## config.mk

```make
export PLATFORM = sky130hd
export DESIGN_NAME = uart_rx_filter
export DESIGN_NICKNAME = d
export VERILOG_FILES = /design/src/rtl/uart_rx_filter.sv
export SDC_FILE = /design/constraint.sdc
export NUM_CORES = 1
export LEC_CHECK = 0
export ABC_AREA = 0
export CAP_MARGIN = 20
export CELL_PAD_IN_SITES_DETAIL_PLACEMENT = 1
export CELL_PAD_IN_SITES_GLOBAL_PLACEMENT = 1
export CORE_MARGIN = 4
export CORE_UTILIZATION = 46
export DETAILED_ROUTE_END_ITERATION = 8
export PLACE_DENSITY_LB_ADDON = 0.1
export SLEW_MARGIN = 20
export SYNTH_ARGS = -nofsm -noshare
export SYNTH_HDL_FRONTEND = slang
export SYNTH_SLANG_ARGS = --single-unit
```

## constraint.sdc

```tcl
create_clock -name clk -period 2.1 [get_ports clk]
set_input_delay 0.21 -clock clk [delete_from_list [all_inputs] [get_ports clk]]
set_output_delay 0.21 -clock clk [all_outputs]
set_load 0.05 [all_outputs]
```

## src/rtl/uart_rx_filter.sv

```systemverilog
// uart_rx_filter: 16x-oversampled 8N1 UART receiver with 2-bit address filter.
// Bytes whose bits [7:6] equal my_id are presented on data with a one-cycle
// valid strobe; all other well-framed bytes are dropped silently.
//
// Ports:
//   clk        system clock, all state on rising edge
//   reset      asynchronous, active-high
//   Rx         asynchronous serial input, idle high
//   my_id      local address, compared at the stop-bit decision
//   data       last accepted byte (held between valid pulses)
//   valid      one-cycle pulse when data updates
//   frame_err  one-cycle pulse when the stop bit samples low
//   busy       high whenever the receiver is not idle
module uart_rx_filter #(
    parameter int unsigned CLK_FREQ      = 50_000_000,
    parameter int unsigned BAUD          = 9600,
    parameter int unsigned CLKS_PER_TICK = CLK_FREQ / (BAUD * 16)
) (
    input  logic       clk,
    input  logic       reset,
    input  logic       Rx,
    input  logic [1:0] my_id,
    output logic [7:0] data,
    output logic       valid,
    output logic       frame_err,
    output logic       busy
);

    localparam int unsigned TICK_W = (CLKS_PER_TICK > 1) ? $clog2(CLKS_PER_TICK) : 1;
    localparam int unsigned OS_W   = 4;
    localparam int unsigned IDX_W  = 3;
    localparam int unsigned BYTE_W = 8;

    typedef enum logic [2:0] {
        IDLE,
        START,
        DATA,
        STOP,
        WAIT_HIGH
    } state_t;

    state_t              state, state_d;
    logic                rx_meta, rx_sync;
    logic [TICK_W-1:0]   tick_cnt;
    logic                tick;
    logic [OS_W-1:0]     os_cnt, os_d;
    logic [IDX_W-1:0]    bit_idx, bit_idx_d;
    logic [BYTE_W-1:0]   shreg, shreg_d;
    logic [BYTE_W-1:0]   data_d;
    logic                valid_d, frame_err_d;

    // Two-flop synchronizer; resets to the idle (high) line level.
    always_ff @(posedge clk or posedge reset) begin
        if (reset) begin
            rx_meta <= 1'b1;
            rx_sync <= 1'b1;
        end else begin
            rx_meta <= Rx;
            rx_sync <= rx_meta;
        end
    end

    // Oversample tick generator; held at zero in IDLE so the first tick of a
    // frame lands a full tick period after the start edge is seen.
    assign tick = (tick_cnt == TICK_W'(CLKS_PER_TICK - 1));

    always_ff @(posedge clk or posedge reset) begin
        if (reset) begin
            tick_cnt <= '0;
        end else if (state == IDLE || tick) begin
            tick_cnt <= '0;
        end else begin
            tick_cnt <= tick_cnt + TICK_W'(1);
        end
    end

    // State and datapath registers.
    always_ff @(posedge clk or posedge reset) begin
        if (reset) begin
            state     <= IDLE;
            os_cnt    <= '0;
            bit_idx   <= '0;
            shreg     <= '0;
            data      <= '0;
            valid     <= 1'b0;
            frame_err <= 1'b0;
            busy      <= 1'b0;
        end else begin
            state     <= state_d;
            os_cnt    <= os_d;
            bit_idx   <= bit_idx_d;
            shreg     <= shreg_d;
            data      <= data_d;
            valid     <= valid_d;
            frame_err <= frame_err_d;
            busy      <= (state_d != IDLE);
        end
    end

    // Next-state and output logic. Start bit is confirmed at tick 7 (its
    // centre); every later sample is 16 ticks on, i.e. at a bit centre.
    always_comb begin
        state_d     = state;
        os_d        = os_cnt;
        bit_idx_d   = bit_idx;
        shreg_d     = shreg;
        data_d      = data;
        valid_d     = 1'b0;
        frame_err_d = 1'b0;

        if (tick) begin
            os_d = os_cnt + OS_W'(1);
        end

        case (state)
            IDLE: begin
                if (!rx_sync) begin
                    state_d = START;
                    os_d    = '0;
                end
            end
            START: begin
                if (tick && os_cnt == OS_W'(7)) begin
                    if (rx_sync) begin
                        state_d = IDLE;
                    end else begin
                        state_d   = DATA;
                        os_d      = '0;
                        bit_idx_d = '0;
                    end
                end
            end
            DATA: begin
                if (tick && os_cnt == OS_W'(15)) begin
                    shreg_d   = {rx_sync, shreg[BYTE_W-1:1]};
                    bit_idx_d = bit_idx + IDX_W'(1);
                    if (bit_idx == IDX_W'(7)) begin
                        state_d = STOP;
                    end
                end
            end
            STOP: begin
                if (tick && os_cnt == OS_W'(15)) begin
                    if (rx_sync) begin
                        state_d = IDLE;
                        if (shreg[7:6] == my_id) begin
                            data_d  = shreg;
                            valid_d = 1'b1;
                        end
                    end else begin
                        state_d     = WAIT_HIGH;
                        frame_err_d = 1'b1;
                    end
                end
            end
            WAIT_HIGH: begin
                // Line must return high before a new start edge is honoured.
                if (rx_sync) begin
                    state_d = IDLE;
                end
            end
            default: begin
                state_d = IDLE;
            end
        endcase
    end

endmodule

```

# Yosys cells after proc, flatten, opt, wreduce, memory -nomap -nowiden
# Cells that the tools add are included.
# classes
addsub	3
n_eq_ne	12
muxes	25
n_reduce_logical	9
# ops
cell	n
$mux 3	10
$pmux 3 s5	1
$mux 4	3
$add 9x1->9 const B	1
$eq 9x9->1 const B	1
$mux 9	1
$pmux 4 s2	1
$reduce_and 4->1	2
$mux 1	7
$eq 3x2->1 const B	2
$eq 3x3->1 const B	2
$ne 2x2->1 const B	3
$pmux 3 s2	1
$add 4x1->4 const B	1
$eq 4x3->1 const B	1
$eq 4x4->1 const B	1
$add 3x1->3 const B	1
$eq 3x1->1 const B	1
$logic_not 3->1	1
$reduce_bool 3->1	1
$eq 2x2->1	1
$logic_and 1x1->1	2
$mux 2	1
$reduce_and 2->1	1
other kinds (2)	2
# totals
register_bits	40
inputBits	5
out_inout_bits	11
wordCells	60

# Logic depth before layout (Yosys ltp)
# logic_depth
depth_word	5
depth_mapped	7
mapped_depth_nobuf	6

# Worst setup path before layout
# Ideal clock, no wire load.
# synth_timing
path_kind	register to register
startpoint	register tick_cnt[0]
endpoint	register data[0]
setup_time_ps	125
t_arrival_ps	1727
required_ps	1975
path_slack_ps	249
stages_incl_launch_ff	8
path_buffers	1
period_less_slack_ps	1851
cell_sequence	dfrtp_1 inv_1 ha_1 and4bb_1 buf_2 nand3_4 nor4_4 mux2_2
# synth_between
elab_chain_len	3
# synth_rtl
element	line_no	rtl
from (decl)	44	logic [TICK_W-1:0] tick_cnt;
from (signal assigned)	73	tick_cnt <= tick_cnt + TICK_W'(1);
$eq 9x9->1	65	assign tick = (tick_cnt == TICK_W'(CLKS_PER_TICK - 1));
$logic_and 1x1->1	143	if (tick && os_cnt == OS_W'(15)) begin
$reduce_and 4->1 (no source line)	--	
to (signal assigned)	93	data <= data_d;
to (decl)	23	output logic [7:0] data,
# Every way passes these cells.
# A chain may end at the register's enable or synchronous reset.

# Worst setup path in the final report
# layout_timing
startpoint	register tick_cnt[0]
endpoint	register data[1]
# Same word-level chain as after synthesis.

==> results.sh <==
export IMPL_power_density_nw_per_um2=665
export IMPL_synth_cell_types=40
export IMPL_first_pass_iters=4
export IMPL_synth_yosys_seq_area_share_pct=54.2
export IMPL_vdd_drop_max_uv=415
export IMPL_drive_gt1_share_pct=20.3
export IMPL_coreArea_um2=3770
export IMPL_hold_class="primary input to register"
export IMPL_die_h_um=71.4
export IMPL_worstSetupStartpointType="register"
export IMPL_synth_top_cell_area_share_pct=51.4
export IMPL_synth_warnings=0
export IMPL_grt_util_met3_pct=4.07
export IMPL_setup_viol=0
export IMPL_drt_initial_drc_count=54
export IMPL_ys_ff_latch=40
export IMPL_yosys_area_top_type="dfrtp_1"
export IMPL_synth_nets=165
export IMPL_wl_per_cell_um=17.1
export IMPL_gp_congestion=0.841
export IMPL_syn_area_per_cell_um2=11.9
export IMPL_num_vias=1260
export IMPL_fillCellCount=375
export IMPL_synth_top_family_by_area="simple AND/OR/NAND/NOR gates"
export IMPL_ant_nets=0
export IMPL_cts_tree="yes"
export IMPL_p_leak_nw=1.00
export IMPL_gr_total_overflow=0
export IMPL_status="complete, no violations"
export IMPL_syn_to_final_growth_pct=17.9
export IMPL_tightestPinTransition_ns=1.08
export IMPL_gr_usage_met1_pct=22.2
export IMPL_cp_max_fo=8
export IMPL_cts_hold_buffers=0
export IMPL_detail_route_drc_violations=0
export IMPL_hold_ws_ns=0.309
export IMPL_period_share_pct=92.3
export IMPL_fin_crit_ns=1.94
export IMPL_synthMuxAreaShare_pct=9.74
export IMPL_synthCells=155
export IMPL_cts_root_buf="clkbuf_8"
export IMPL_drt_total_wl_um=3850
export IMPL_setup_tns_ns=0
export IMPL_final_common_cell="dfrtp_1"
export IMPL_drv_cap=0
export IMPL_fin_skew_ns=0.00864
export IMPL_hold_viol=0
export IMPL_place_inst=217
export IMPL_antenna_cells=0
export IMPL_routed_via_density=5.60
export IMPL_synth_simple_area_share_pct=17.3
export IMPL_ioPinCount=16
export IMPL_synth_compound_area_share_pct=6.36
export IMPL_dp_hpwl_um=2730
export IMPL_crit_arrival_ns=2.12
export IMPL_nets=186
export IMPL_fin_cells=225
export IMPL_multi_input_area_um2=786
export IMPL_grt_pass1_vias=1475
export IMPL_cts_clk_slew_worst_paths_ns=0.08
export IMPL_antenna_found_initial=0
export IMPL_dieArea_um2=5100
export IMPL_clkSinkCount=40
export IMPL_rows=22
export IMPL_synthAdderAreaFrac_pct=3.38
export IMPL_insertion_delay_ns=0.30
export IMPL_synth_xor_area_share_pct=5.68
export IMPL_die_x_um=71.4
export IMPL_grt_pass1_wl_um=7040
export IMPL_critPathKind="register to register"
export IMPL_finalMaxSlewViolations=0
export IMPL_seq_area_um2=1000
export IMPL_cp_required_ns=2.28
export IMPL_cts_made_buffers=5
export IMPL_ys_top_cells_by_area="dfrtp_1, mux2_2, xnor2_1"
export IMPL_portBuffers=15
export IMPL_clockBufferDepth=2
export IMPL_rsz0062_at_grt="no"
export IMPL_track_usage_pct=17.6
export IMPL_max_freq_ghz=0.516
export IMPL_grtUsageMet2_pct=29.4
export IMPL_syn_cell_area_um2=1850
export IMPL_slew_headroom_pct=27.7
export IMPL_grt_max_degree=41
export IMPL_cts_htree_levels=2
export IMPL_start_util_pct=49.1
export IMPL_layout_common_cells="dfrtp_1, mux2_2, nor2_1, clkdlybuf4s50_1"
export IMPL_top_usage_layer="met2"
export IMPL_crit_path_end_kind="register"
worst max-delay path, stage by stage (launching register included):
cell	delay (ns)
dfrtp_1	0.43
inv_1	0.08
ha_1	0.14
and4bb_2	0.31
nand3_4	0.12
nor4_4	0.15
buf_4	0.22
mux2_2	0.37
path summary, 6_finish.rpt:
check | from | to | slack, ns | depth (start not counted)
max in group asynchronous | reset | rx_sync$_DFF_PP1_ | 1.41 | 3
worst max register to register | tick_cnt[0]$_DFF_PP0_ | data[1]$_DFFE_PP0P_ | 0.16 | 7
worst min register to register | rx_meta$_DFF_PP1_ | rx_sync$_DFF_PP1_ | 0.37 | 0
worst min-delay path | Rx | rx_meta$_DFF_PP1_ | 0.31 | 1
worst max-delay path | tick_cnt[0]$_DFF_PP0_ | data[1]$_DFFE_PP0P_ | 0.16 | 7
min in group asynchronous | reset | tick_cnt[1]$_DFF_PP0_ | 0.34 | 3
Yosys cell counts:
library cell and n:
o31a_1 1, a2111o_1 1, a21oi_1 2, inv_1 8, or4b_1 1, or3_1 1
nor4_2 1, nor3b_1 1, xor2_1 4, buf_4 1, nand3_1 7, and4_1 1
nor4b_1 2, xnor2_1 8, nor4_4 1, dfstp_2 2, nand2_1 8, ha_1 5
o31ai_1 1, a22o_1 2, nand2b_1 1, buf_2 4, and4bb_1 2, a2111oi_2 1
o21ai_0 3, clkbuf_1 1, nor2b_1 1, dfrtp_1 38, nor4_1 1, a221o_1 1
nor3_1 2, and3_1 2, a31oi_1 1, nand4_1 3, a211oi_1 1, a41oi_1 1
and2_1 2, nand3_4 1, mux2_2 16, nor2_1 15
cell families after synthesis:
group,count (synthesis)
muxes,16
and+or+nand+nor,53
DFF,40
AOI/OAI and AO/OA,15
buffers and inverters,14
adders and majority gates,5
xor gates and xnor gates,12
sequential cells by signal (all words and copies together) (netlist names):
name       count
bit_idx        3
busy           1
data           8
frame_err      1
os_cnt         4
rx_meta        1
rx_sync        1
shreg          8
state          3
tick_cnt       9
valid          1
through the flow:
| step | area, µm² | power [mW] | util (%) | setup WS (ns) |
|---|---|---|---|---|
| finish | 2180 | 1.45 | 57.9 | 0.161 |
| global route | 2180 | 1.51 | 57.9 | 0.00384 |
| CTS | 2180 | 1.47 | 57.9 | 0.114 |
| detailed placement | 2070 | 0.823 | 54.8 | 0.118 |
| global placement | 2070 | 0.822 | 54.8 | 0.159 |
| floorplan | 1850 | 0.807 | - | 0.249 |
repair_timing:
item,in CTS,in global routing
endpoints found under the setup margin,0,9
gates resized for setup,0,1
setup buffers,0,0
layout make-up:
type | instances | area share, %
tap | 48 | 2.75
multi-input combinational | 101 | 36.0
clock inverter | 3 | 2.12
clock buffer | 5 | 3.15
timing repair buffer | 20 | 8.60
inverter | 8 | 1.38
sequential | 40 | 46.0
power by group:
group	internal, mW	switching [mW]
clock network	0.358	0.287
registers	0.773	0.00314
logic	0.0108	0.0193
total	1.14	0.309
per-layer routing:
| layer | vias up | share of wire (%) |
|---|---|---|
| met2 | 16 | 50 |
| met4 | 0 | 1.8 |
| li1 | 586 | - |
| met1 | 649 | 45 |
| met5 | - | 0 |
| met3 | 9 | 2.5 |
Note: power is estimated with default switching activity, not from simulation.
